### src/rtl/wb_stage.sv
// Writeback stage: accepts ALU results and loads, extracts load data from the
// aligned memory word, and drives the register-file write port.
// Optional operand bypass outputs are built when WB_FWD_EN is defined.
module wb_stage (
  input  logic        clk,
  input  logic        rst,
  input  logic        clk_en,
  input  logic        i_valid,
  output logic        o_ready,
  input  logic [4:0]  i_rd,
  input  logic [31:0] i_result,
  input  logic        i_is_load,
  input  logic [2:0]  i_funct3,
  input  logic [1:0]  i_addr_lo,
  input  logic        i_mem_rvalid,
  input  logic [31:0] i_mem_rdata,
  output logic [4:0]  o_write_addr,
  output logic [31:0] o_write_data,
  output logic        o_write_en,
  output logic        o_misaligned,
  output logic [31:0] o_retire_count
`ifdef WB_FWD_EN
  ,
  output logic        o_fwd_valid,
  output logic [4:0]  o_fwd_addr,
  output logic [31:0] o_fwd_data
`endif
);

  typedef enum logic [1:0] {IDLE, WAIT_MEM, WRITE} state_e;

  state_e      state_q, state_d;
  logic [4:0]  wr_addr_q, wr_addr_d;
  logic [31:0] wr_data_q, wr_data_d;
  logic        wr_en_q, wr_en_d;
  logic        mis_q, mis_d;
  logic [31:0] retire_q, retire_d;
  logic [4:0]  ld_rd_q, ld_rd_d;
  logic [2:0]  ld_f3_q, ld_f3_d;
  logic [1:0]  ld_off_q, ld_off_d;

  logic        accept;
  logic        load_ok;
  logic [7:0]  ld_byte;
  logic [15:0] ld_half;
  logic [31:0] ld_data;

  assign o_ready = (state_q != WAIT_MEM);
  assign accept  = i_valid & o_ready & clk_en;

  // Legality of an incoming load: width/alignment and defined funct3 codes
  always_comb begin
    load_ok = 1'b0;
    case (i_funct3)
      3'd0, 3'd4: load_ok = 1'b1;
      3'd1, 3'd5: load_ok = ~i_addr_lo[0];
      3'd2:       load_ok = (i_addr_lo == 2'd0);
      default:    load_ok = 1'b0;
    endcase
  end

  // Load data extraction from the returned word using the latched width/offset
  always_comb begin
    ld_byte = i_mem_rdata[{ld_off_q, 3'b000} +: 8];
    ld_half = ld_off_q[1] ? i_mem_rdata[31:16] : i_mem_rdata[15:0];
    case (ld_f3_q)
      3'd0:    ld_data = {{24{ld_byte[7]}}, ld_byte};
      3'd4:    ld_data = {24'd0, ld_byte};
      3'd1:    ld_data = {{16{ld_half[15]}}, ld_half};
      3'd5:    ld_data = {16'd0, ld_half};
      default: ld_data = i_mem_rdata;
    endcase
  end

  // Next-state and register-update logic
  always_comb begin
    state_d   = state_q;
    wr_addr_d = wr_addr_q;
    wr_data_d = wr_data_q;
    wr_en_d   = 1'b0;
    mis_d     = 1'b0;
    retire_d  = retire_q;
    ld_rd_d   = ld_rd_q;
    ld_f3_d   = ld_f3_q;
    ld_off_d  = ld_off_q;
    if (accept) begin
      if (!i_is_load) begin
        state_d   = WRITE;
        wr_addr_d = i_rd;
        wr_data_d = i_result;
        wr_en_d   = (i_rd != 5'd0);
        retire_d  = retire_q + 32'd1;
      end else if (load_ok) begin
        state_d  = WAIT_MEM;
        ld_rd_d  = i_rd;
        ld_f3_d  = i_funct3;
        ld_off_d = i_addr_lo;
      end else begin
        state_d = IDLE;
        mis_d   = 1'b1;
      end
    end else begin
      case (state_q)
        WAIT_MEM: begin
          if (i_mem_rvalid) begin
            state_d   = WRITE;
            wr_addr_d = ld_rd_q;
            wr_data_d = ld_data;
            wr_en_d   = (ld_rd_q != 5'd0);
            retire_d  = retire_q + 32'd1;
          end
        end
        default: state_d = IDLE;
      endcase
    end
  end

  // State registers: reset wins over the stall, stall freezes everything
  always_ff @(posedge clk) begin
    if (rst) begin
      state_q   <= IDLE;
      wr_addr_q <= '0;
      wr_data_q <= '0;
      wr_en_q   <= 1'b0;
      mis_q     <= 1'b0;
      retire_q  <= '0;
      ld_rd_q   <= '0;
      ld_f3_q   <= '0;
      ld_off_q  <= '0;
    end else if (clk_en) begin
      state_q   <= state_d;
      wr_addr_q <= wr_addr_d;
      wr_data_q <= wr_data_d;
      wr_en_q   <= wr_en_d;
      mis_q     <= mis_d;
      retire_q  <= retire_d;
      ld_rd_q   <= ld_rd_d;
      ld_f3_q   <= ld_f3_d;
      ld_off_q  <= ld_off_d;
    end
  end

  assign o_write_addr   = wr_addr_q;
  assign o_write_data   = wr_data_q;
  assign o_write_en     = wr_en_q;
  assign o_misaligned   = mis_q;
  assign o_retire_count = retire_q;

`ifdef WB_FWD_EN
  assign o_fwd_valid = wr_en_q & (wr_addr_q != 5'd0);
  assign o_fwd_addr  = wr_addr_q;
  assign o_fwd_data  = wr_data_q;
`endif

endmodule

### config.mk
export PLATFORM = sky130hd
export DESIGN_NAME = wb_stage
export DESIGN_NICKNAME = d
export VERILOG_FILES = /design/src/rtl/wb_stage.sv
export SDC_FILE = /design/constraint.sdc
export NUM_CORES = 1
export LEC_CHECK = 0
export CAP_MARGIN = 25
export CORE_MARGIN = 5
export CORE_UTILIZATION = 47
export CTS_BUF_LIST = sky130_fd_sc_hd__clkbuf_4 sky130_fd_sc_hd__clkbuf_8
export DETAILED_ROUTE_END_ITERATION = 12
export PLACE_DENSITY = 0.83
export SYNTH_ARGS = -nofsm -noshare
export SYNTH_HDL_FRONTEND = slang
export SYNTH_SLANG_ARGS = --single-unit
### constraint.sdc
create_clock -name clk -period 2.2 [get_ports clk]
set_clock_uncertainty 0.2 [all_clocks]
set_input_delay 0.33 -clock clk [delete_from_list [all_inputs] [get_ports clk]]
set_output_delay 0.33 -clock clk [all_outputs]
set_load 0.01 [all_outputs]
==> flow_metrics.tcl <==
set metrics [dict create \
    dr.first_iter.drc_count 320 \
    post_synth_inst_count 535 \
    post-route-min-period_ns 2.15 \
    ctsRootBufferMaster "sky130_fd_sc_hd__clkbuf_8" \
    timing_worst_setup_path_type "input pin to register" \
    ys_warn_count 0 \
    sequential_share_of_the_synthesized_area_pct 38.2 \
    synthArstFlopShare_pct 0 \
    clk_latency_ns 0.35 \
    area_of_combinational_cells_with_multiple_inputs_um2 2460 \
    drc 0 \
    cellLeakagePower_nw 2.31 \
    die_h_um 106 \
    num_vias 4960 \
    clock_tree_from_tritoncts "done" \
    final_core_utilization_pct 70.8 \
    drive_above_1_share_pct 12.6 \
    timing.final.max_slew_violations 0 \
    cts-buffers-inserted 9 \
    maximum_number_of_pins_on_one_net_before_global_route_repair 60 \
    floorplan.io_pins 152 \
    synth_edf_count 0 \
    syn-num-nets 616 \
    pwr-share-comb_pct 18.9 \
    port_buffers 151 \
    p_clk_share_pct 31.9 \
    cp.arrival_ns 2.22 \
    cts_sinks 83 \
    nFillCells 705 \
    detailedRoute.firstPassIterationCount 5 \
    end_kind "register" \
    ys_types 60 \
    final.period_utilization_pct 97.6 \
    finalSetupTns_ns 0 \
    final-setup-viol-count 0 \
    ant_nets 0 \
    die_w_um 106 \
    internal_power_mw 2.29 \
    mostFrequentLayoutCells "sky130_fd_sc_hd__clkdlybuf4s50_1, sky130_fd_sc_hd__dfxtp_1, sky130_fd_sc_hd__nor2_1" \
    die_outline_area_um2 11300 \
    floorplan.core_area_um2 9110 \
    data_required_time_of_the_worst_path_ns 2.27 \
    max_cap_violations 0 \
    layout.area.seq_um2 1660 \
    first_global_vias 4724 \
    cts_max_path_buffers 2 \
    clk_transition_reported_paths_ns 0.09 \
    share_seq_of_total_power_pct 49.2 \
    worstHoldPathType "input pin to register" \
    diodes 0 \
    synth.avg_cell_area_um2 8.12 \
    timing_hold_violations_final 0 \
    synth_register_bits 83 \
    gp_congestion 0.928 \
    power_per_cell_area_nw_per_um2 497 \
    outcome "complete, no violations" \
    relSlewSlack_pct 53.6 \
    gr-total-overflow 0 \
    power_switching_mw 0.912 \
    wl_mm 14.9 \
    grt_antenna_before_repair 0 \
    syn_to_final_growth_pct 48.3 \
    critPathLaunchType "input pin" \
    placement_rows 35 \
    grt_pass1_wl_mm 23.5 \
    ctsHtreeMaxLevel 3 \
    layout_commonest_cell "sky130_fd_sc_hd__clkdlybuf4s50_1" \
    dpl.cell_count 801 \
    detail_route.wl_per_cell_um 18.2 \
    timing.critical_path.fanout_max 16 \
    max_freq_mhz 466 \
    worst_pin_slew_ns 0.694 \
    final_cells 820 \
    grt_util_all_layers_pct 25.5 \
    hpwlAfterDp_mm 11.0 \
    power_switching_share_pct 28.5 \
    detail_route.vias_per_cell 6.05 \
    commonest_register_cell_after_synthesis "sky130_fd_sc_hd__dfxtp_1" \
    syn-cell-area_um2 4350 \
    effective_utilization_at_floorplan_pct 47.7 \
    vdd_ir_drop_max_uv 365 \
    layout.nets 785 \
]
worst max-delay path: stages:
cell	delay, ns
sky130_fd_sc_hd__clkdlybuf4s50_1	0.58
sky130_fd_sc_hd__mux2_2	0.21
sky130_fd_sc_hd__nand2_1	0.11
sky130_fd_sc_hd__a211oi_4	0.67
sky130_fd_sc_hd__a211oi_1	0.11
sky130_fd_sc_hd__o2bb2ai_1	0.21
synthesized netlist by cell type, drive strengths merged (2+ instances only):
cell type  count  share of area, %
dfxtp         83                38
nor2          55               4.8
o21ai         51               6.1
nand2         38               3.3
a21oi         32               3.7
a211oi        29               5.1
clkbuf        25               2.2
buf           19               2.4
nand3         19               2.2
or3           19               2.7
nand4         18               3.1
o2bb2ai       16               3.2
inv           15               1.3
nor3          13               1.6
mux2i         12               2.8
a311oi         9               1.8
a22oi          5              0.98
nor2b          5              0.72
xnor2          5               1.0
xor2           5               1.0
a2111oi        4              0.81
a32oi          4              0.81
and2           4              0.58
and3           4              0.58
mux2           4               1.0
a31o           3              0.60
nand3b         3              0.52
nor4           3              0.78
o2111ai        3              0.60
or2            3              0.43
a22o           2              0.40
a2bb2oi        2              0.40
and4           2              0.40
nand2b         2              0.29
nor3b          2              0.35
o211ai         2              0.35
o221ai         2              0.40
or4            2              0.35
sequential cells by signal, summed over array words and instances (netlist names):
name,count
o_retire_count,32
o_write_data,32
ld_rd_q,5
o_write_addr,5
ld_f3_q,3
ld_off_q,2
state_q,2
o_misaligned,1
o_write_en,1
repair_timing:
item / 4_1_cts / 5_1_grt
setup buffers: 0 / 3
resized for setup: 2 / 7
setup endpoints to repair: 17 / 24
hold buffers: 0 / 0
pin swaps: 0 / 3
final cells by class:
| cell class | count | area share [%] |
|---|---|---|
| Timing Repair Buffer | 202 | 30.3 |
| Sequential cell | 83 | 25.8 |
| Multi-Input combinational cell | 392 | 38.1 |
| Clock inverter | 7 | 0.796 |
| Inverter | 16 | 0.932 |
| Clock buffer | 9 | 1.92 |
| Tap cell | 111 | 2.15 |
metal layers:
metal	vias to the layer above	GRT usage [%]	share of wire, %
li1	2323	-	-
met1	2311	32.0	41
met2	270	42.2	48
met3	56	3.40	7.3
met4	0	13.7	4.4
met5	-	0	0
power by group through the flow:
stage | registers (mW) | logic (mW) | clock network [mW]
detailed placement | 1.61 | 0.587 | 0
global placement | 1.61 | 0.573 | 0
global route | 1.58 | 0.642 | 1.10
floorplan | 1.62 | 0.227 | 0
CTS | 1.57 | 0.593 | 1.04
finish | 1.58 | 0.605 | 1.02
worst paths after layout:
check / start / end / slack [ns] / cells past startpoint
worst max-delay path: i_mem_rdata[31] / o_write_data[24]$_SDFFE_PP0P_ / 0.05 / 6
worst max register to register: o_retire_count[10]$_SDFFE_PP0P_ / o_retire_count[16]$_SDFFE_PP0P_ / 0.06 / 5
worst min register to register: o_write_data[17]$_SDFFE_PP0P_ / o_write_data[17]$_SDFFE_PP0P_ / 0.28 / 1
worst min-delay path: rst / o_write_data[4]$_SDFFE_PP0P_ / 0.15 / 2
cell families (layout without fill, tap and decap cells):
| group | count (synthesis) | in the layout | share of synthesized area (%) |
|---|---|---|---|
| fa+ha+maj | 1 | 1 | 0.288 |
| flops | 83 | 83 | 38.2 |
| compound gates | 170 | 170 | 26.5 |
| mux | 16 | 16 | 3.80 |
| xor+xnor | 10 | 10 | 2.02 |
| buf+inv | 60 | 234 | 5.96 |
| simple gates | 195 | 195 | 23.2 |
through the flow:
stage / power, mW / area (um2) / hold WS (ns) / worst slack, ns
after floorplan: 1.85 / 4350 / 0.256 / 0.141
after global placement: 2.18 / 6210 / 0.246 / -0.302
after detailed placement: 2.20 / 6210 / 0.251 / -0.471
after CTS: 3.21 / 6410 / 0.116 / 0.0524
after global routing: 3.33 / 6450 / 0.139 / -0.0323
final: 3.20 / 6450 / 0.150 / 0.0523
Power figures use the tool's default switching activity.
